[src/rtl/inst_fetch_pkg.sv]
// Shared defines for the fetch stage: stall bus width, reset level, zero word and FSM encoding.
package inst_fetch_pkg;

  localparam int unsigned StallBus = 6;
  localparam logic RstEnable = 1'b1;
  localparam logic [31:0] ZeroWord = 32'h0000_0000;

  typedef enum logic [0:0] {
    StFetch,
    StHold
  } if_state_e;

endpackage

[src/rtl/inst_fetch.sv]
// Instruction fetch: pulls four bytes per instruction from a byte-wide memory port,
// assembles them little-endian and holds the result until if_id takes it.
module inst_fetch
  import inst_fetch_pkg::*;
#(
  parameter logic [31:0] START_PC = 32'h0
) (
  input  logic                clk,
  input  logic                rst,
  input  logic [StallBus-1:0] stall_sign,
  input  logic                branch_flag_i,
  input  logic [31:0]         branch_addr_i,
  output logic                if_req_o,
  output logic [31:0]         if_addr_o,
  input  logic                if_gnt_i,
  input  logic                if_rvalid_i,
  input  logic [7:0]          if_rdata_i,
  output logic [31:0]         pc_o,
  output logic [31:0]         inst_o,
  output logic                inst_valid_o
);

  if_state_e   state_q;
  logic [31:0] pc_q;
  logic [31:0] inst_q;
  logic [2:0]  issue_cnt_q;
  logic [2:0]  recv_cnt_q;
  logic        outstanding_q;
  logic        drop_q;
  logic        valid_q;

  logic accept;
  logic byte_in;
  logic handoff;

  // The request is combinational so a redirect can suppress it in the same cycle.
  always_comb begin
    if_req_o  = (rst != RstEnable) && (state_q == StFetch) && !branch_flag_i &&
                !stall_sign[0] && (issue_cnt_q < 3'd4);
    if_addr_o = if_req_o ? (pc_q + {29'b0, issue_cnt_q}) : ZeroWord;
    accept    = if_req_o && if_gnt_i;
    byte_in   = if_rvalid_i && outstanding_q && !drop_q && (recv_cnt_q < 3'd4);
    handoff   = (state_q == StHold) && !stall_sign[1];
  end

  always_ff @(posedge clk) begin
    if (rst == RstEnable) begin
      state_q       <= StFetch;
      pc_q          <= START_PC;
      inst_q        <= ZeroWord;
      issue_cnt_q   <= 3'd0;
      recv_cnt_q    <= 3'd0;
      outstanding_q <= 1'b0;
      drop_q        <= 1'b0;
      valid_q       <= 1'b0;
    end else if (branch_flag_i) begin
      state_q     <= StFetch;
      pc_q        <= {branch_addr_i[31:2], 2'b00};
      issue_cnt_q <= 3'd0;
      recv_cnt_q  <= 3'd0;
      valid_q     <= 1'b0;
      // A byte still in flight belongs to the old stream and must be discarded on arrival.
      outstanding_q <= outstanding_q && !if_rvalid_i;
      drop_q        <= outstanding_q && !if_rvalid_i;
    end else begin
      outstanding_q <= accept || (outstanding_q && !if_rvalid_i);
      drop_q        <= drop_q && !if_rvalid_i;
      if (accept) begin
        issue_cnt_q <= issue_cnt_q + 3'd1;
      end
      if (byte_in) begin
        inst_q[{recv_cnt_q[1:0], 3'b000} +: 8] <= if_rdata_i;
        recv_cnt_q <= recv_cnt_q + 3'd1;
        if (recv_cnt_q == 3'd3) begin
          state_q <= StHold;
          valid_q <= 1'b1;
        end
      end
      if (handoff) begin
        state_q     <= StFetch;
        pc_q        <= pc_q + 32'd4;
        issue_cnt_q <= 3'd0;
        recv_cnt_q  <= 3'd0;
        valid_q     <= 1'b0;
      end
    end
  end

  assign pc_o         = pc_q;
  assign inst_o       = inst_q;
  assign inst_valid_o = valid_q;

endmodule

[config.mk]
export PLATFORM = sky130hd
export DESIGN_NAME = inst_fetch
export DESIGN_NICKNAME = d
export VERILOG_FILES = /design/src/rtl/inst_fetch_pkg.sv /design/src/rtl/inst_fetch.sv
export SDC_FILE = /design/constraint.sdc
export NUM_CORES = 1
export LEC_CHECK = 0
export CORE_ASPECT_RATIO = 1.2
export CORE_MARGIN = 2
export CORE_UTILIZATION = 45
export CTS_CLUSTER_DIAMETER = 30
export DETAILED_ROUTE_END_ITERATION = 8
export PLACE_DENSITY_LB_ADDON = 0.08
export SLEW_MARGIN = 20
export SYNTH_ARGS = -nofsm -noshare
export SYNTH_HDL_FRONTEND = slang
export SYNTH_SLANG_ARGS = --single-unit
[constraint.sdc]
create_clock -name clk -period 5.61 [get_ports clk]
set_clock_uncertainty 0.1 [all_clocks]
set_input_delay 0.8415 -clock clk [delete_from_list [all_inputs] [get_ports clk]]
set_output_delay 0.8415 -clock clk [all_outputs]
set_load 0.01 [all_outputs]
# After elaboration in Yosys (flattened, before gate mapping)
# Index checks and enable logic that the tools add are counted.
# word_totals
elab_cells	49
ff_bits	73
# op_classes
shift	2
n_bitwise	3
addsub	5
reduce_logical	22
order_cmp	2
eq_ne	1
muxes	6
# ops
op	n
2-to-1 mux 32 bit	3
adder 32 x 3 -> 32 bit	1
adder 32 x 3 -> 32 bit, second input constant	1
bitwise mux 32 bit	1
variable shift 8 x 7 -> 32 bit, first input constant	1
variable part select 8 x 7 -> 32 bit	1
logical AND 1 bit	11
negation 5 -> 7 bit	1
adder 3 x 1 -> 3 bit, second input constant	2
< comparator 3 bit, second input constant	2
logical NOT 1 bit	5
AND reduction 2 bit	2
equality test 3 x 2 -> 1 bit, second input constant	1
inverter 1 bit	3
OR reduction 3 bit	1
2-to-1 mux 1 bit	2
nonzero test 2 bit	1
OR reduction 2 bit	1
logical OR 1 bit	1

# Longest topological paths before layout
# logic_depth
word_depth	8
ltp_mapped	7

# Least setup slack after synthesis
# Ideal clock, no wire load.
# synth_timing
path_kind	register to output
from	reg pc_q[2], in the netlist pc_o[2]
to	out if_addr_o[20]
path_stages_with_launch	8
path_buffers	1
arrival_ns	2.249
required_time_ns	4.669
setup_slack_ns	2.420
cell_sequence	dfxtp_1 ha_1 ha_1 nand3_2 or4_1 clkbuf_1 or3_1 a21oi_1
# synth_via
elab_chain_len	2
# synth_rtl
element	line_no	source
start: declaration	inst_fetch.sv:24	logic [31:0] pc_q;
start signal: assignment	inst_fetch.sv:58	pc_q <= {branch_addr_i[31:2], 2'b00};
start signal: assignment	inst_fetch.sv:81	pc_q <= pc_q + 32'd4;
adder 32 x 3 -> 32 bit	inst_fetch.sv:40	if_addr_o = if_req_o ? (pc_q + {29'b0, issue_cnt_q}) : ZeroWord;
2-to-1 mux 32 bit	inst_fetch.sv:40	
end: declaration	inst_fetch.sv:14	output logic [31:0] if_addr_o,
# Every way passes these cells.

# Final worst setup path
# layout_timing
from	in branch_flag_i
to	out if_addr_o[27]
# layout_via
elab_chain_len	5
# layout_rtl
element	line_no	source
start: declaration	inst_fetch.sv:11	input logic branch_flag_i,
logical NOT 1 bit	inst_fetch.sv:38	if_req_o = (rst != RstEnable) && (state_q == StFetch) && !branch_flag_i &&
logical AND 1 bit (2 in series)	inst_fetch.sv:38	
logical AND 1 bit	inst_fetch.sv:39	!stall_sign[0] && (issue_cnt_q < 3'd4);
2-to-1 mux 32 bit	inst_fetch.sv:40	
# Every way passes these cells.

==> run_results.csv <==
group,metric,value,unit
run_status,outcome,"completed",
sta,fin_hold_ws,0.355,ns
routing,ant_nets,0,
clocking,cts.sinks,71,
layout,multiInputGateArea,0.00256,sq mm
placed_design,routabilityCongestion,0.909,
critical_path,arrival,3.62,ns
routing,wl_per_cell,16.8,microns
critical_path,path_max_fanout,29,
critical_path,slowest_delay,0.70,ns
global_routing,antenna_found_initial,0,
clocking,cts_hold_buf,0,
routing,detail_route.first_pass.iterations,5,
critical_path,path_cells,"clkdlybuf4s50_1, buf_4, nor2_1, nand2_1, inv_1, o21a_1, clkdlybuf4s50_1",
sta,drv_slew,0,
global_routing,grt_overflow,0,
clocking,cts-buffers-inserted,9,
routing,first_iter_violations,334,
routing,vias,4566,
critical_path,critPathBufInv,4,
layout,finalNetCount,726,
synthesis,syn-cell-area,0.00420,sq mm
clocking,cts_tree,"built",
sta,tightestPinTransition,1.14,ns
synthesis,synth_edf_count,0,
power_and_ir_drop,finalPower,0.00113,W
sta,fmax,219,MHz
synthesis,synthCells,553,
layout,fillers,818,
hold_path,hold_class,"reg -> reg",
layout,antenna_cells,0,
sta,setup_violations,0,
routing,vias_per_cell,5.79,
sta,maxSlewHeadroom,23.3,%
global_routing,grt_pass1_wl,21100,microns
critical_path,worst_path_dominant_cell_family,"buffers and inverters",
clocking,cts_max_level,3,
layout,syn2layout_area_growth,37.9,%
layout,ff_latch_area,0.00142,sq mm
synthesis,synth.yosys.seq_area_share,33.8,%
power_and_ir_drop,p_per_area,194,mW/mm^2
routing,wl,13200,microns
floorplanning,row_count,38,
sta,min_period,4.56,ns
sta,layout_worst_path_cycle_share,81.4,%
floorplanning,die_x,92.2,microns
global_routing,grt_max_degree,70,
clocking,cts.repair.resized,0,
global_routing,grt_pass1_vias,4165,
critical_path,crit_type,"in -> out",
routing,drc_errors,0,
synthesis,synth_cell_type_count,51,
floorplanning,die_y,110,microns
layout,drive_above_1_share,5.53,%
power_and_ir_drop,vdd_drop_max,0.000124,V
critical_path,cp-start-kind,"input port",
clocking,path_clk_slew,0.08,ns
floorplanning,die_area,0.0101,sq mm
placed_design,dp_hpwl,9500,microns
synthesis,synth_top_area_cell,"dfxtp_1",
synthesis,synth_area_per_cell,7.60,sq um
clocking,clock_path_buffers,2,
synthesis,synth_top_area_share,33.8,%
synthesis,synth_warnings,0,
flow_run,maxCapViolations,0,
floorplanning,fp.coreArea,0.00908,sq mm
critical_path,required,4.67,ns
synthesis,synthFlopType,"dfxtp_1",
power_and_ir_drop,p_leak,1.84,nW
critical_path,slowest_stage,"nand2_1",
global_routing,grt_use_total,26.1,%
clocking,clockRootBuffer,"clkbuf_8",
sta,hold_viol,0,
sta,fin_setup_tns,0,ns
floorplanning,io-pin-count,149,
clocking,post_cts_buffers,0,
sta,rsz0062_at_grt,"no",
synthesis,ys_async_sr_fraction,0,%
synthesis,ys_seq_elements,71,
clocking,clkLatencyLatePin,0.35,ns
critical_path,end_kind,"output pin",
critical_path,crit_top_cell,"clkdlybuf4s50_1",
placed_design,numPortBuffers,140,
synthesis,synth.area.top_cells,"dfxtp_1, a21oi_1, nand3_1",
floorplanning,start_util,46.3,%
[metrics by stage]
stage                     setup slack (ns)  util, %  cells  instance area, sq um
after CTS                            0.990     63.8    789                  5790
final                                 1.05     63.8    789                  5790
after global routing                 0.855     63.8    789                  5790
after global placement                1.05     61.6    774                  5600
after detailed placement             0.989     61.6    774                  5600
after floorplan                       2.42        -    554                  4200
[worst paths after layout]
kind	from	to	slack, ns	depth (start not counted)
worst min register to register	inst_o[18]	inst_o[18]	0.35	2
worst max-delay path	branch_flag_i	if_addr_o[27]	1.05	7
worst max register to register	pc_o[6]	pc_o[20]	2.99	5
worst min-delay path	inst_o[18]	inst_o[18]	0.35	2
[power by group]
group | internal [W] | switching [W] | leakage [nW]
registers | 0.000519 | 0.0000340 | 0.579
clock network | 0.000216 | 0.000208 | 0.103
logic | 0.0000822 | 0.0000683 | 1.16
[sequential cells by signal (all words and copies together), names as in the netlist]
| signal | cells |
|---|---|
| inst_o | 32 |
| outstanding_q | 1 |
| issue_cnt_q | 3 |
| inst_valid_o | 1 |
| pc_o | 30 |
| recv_cnt_q | 3 |
| drop_q | 1 |
[metal layers]
metal / global-route usage [%] / share of wire (%)
met1: 29.9 / 39
met2: 46.8 / 51
met3: 5.76 / 7.0
met4: 11.3 / 3.1
met5: 0 / 0
[tightest hold or removal path, stage by stage, from the launching register on]
cell and delay [ns]:
dfxtp_1 0.31, nand2_1 0.05, a21oi_1 0.05
[cell usage after synthesis (4+ instances only)]
cell type / instances
a2111oi_0: 4
or3_1: 20
or4_1: 16
o211ai_1: 4
nand4_2: 4
o21ai_0: 17
and2_1: 4
nand2_1: 60
nor2_1: 45
o31ai_1: 8
dfxtp_1: 71
xnor2_1: 17
inv_1: 9
a21oi_1: 55
a211oi_1: 10
a311oi_1: 8
nand4_1: 14
nor3_1: 14
a31oi_1: 4
and3_1: 12
nor3b_1: 4
buf_1: 5
buf_2: 9
o21a_1: 4
nor4_1: 8
ha_1: 10
nand3_1: 47
or2_2: 6
xor2_1: 8
clkbuf_1: 27
and4_1: 4
[placed cells by master (no fill, tap or decap), types with 4 or more instances in the layout]
cell and n:
or3_1 20, xnor2_1 17, dfxtp_1 71, a31oi_1 4
and3_1 12, xor2_1 8, a21oi_1 55, nand3_1 47
a211oi_1 10, a2111oi_0 4, nor2_1 45, o211ai_1 4
and4_1 4, ha_1 10, or2_2 6, or4_1 16
buf_4 5, nor4_1 8, nand4_1 14, nand2_1 60
nor3_1 14, nand4_2 4, a311oi_1 8, o21ai_0 17
o31ai_1 8, o21a_1 4, clkbuf_8 10, nor3b_1 4
and2_1 4, clkdlybuf4s50_1 139, inv_1 9
[final cells by class]
cell class / instances / share of cell area, %
Tap cell: 120 / 2.59
Clock buffer: 10 / 2.38
Sequential cell: 71 / 24.5
Inverter: 9 / 0.583
Multi-Input combinational cell: 429 / 44.2
Clock inverter: 5 / 0.994
Timing Repair Buffer: 145 / 24.8
[kinds of logic (layout without fill, tap and decap cells)]
group	after synthesis	in the layout	share of synthesized area [%]
AOI/OAI and AO/OA	118	118	17.2
xor gates and xnor gates	25	25	5.21
adders and majority gates	10	10	2.98
buffers and inverters	54	169	5.48
DFF	71	71	33.8
muxes	1	1	0.238
other	1	2	0.0893
and+or+nand+nor	273	273	35.0
(Power assumes the default switching activity.)
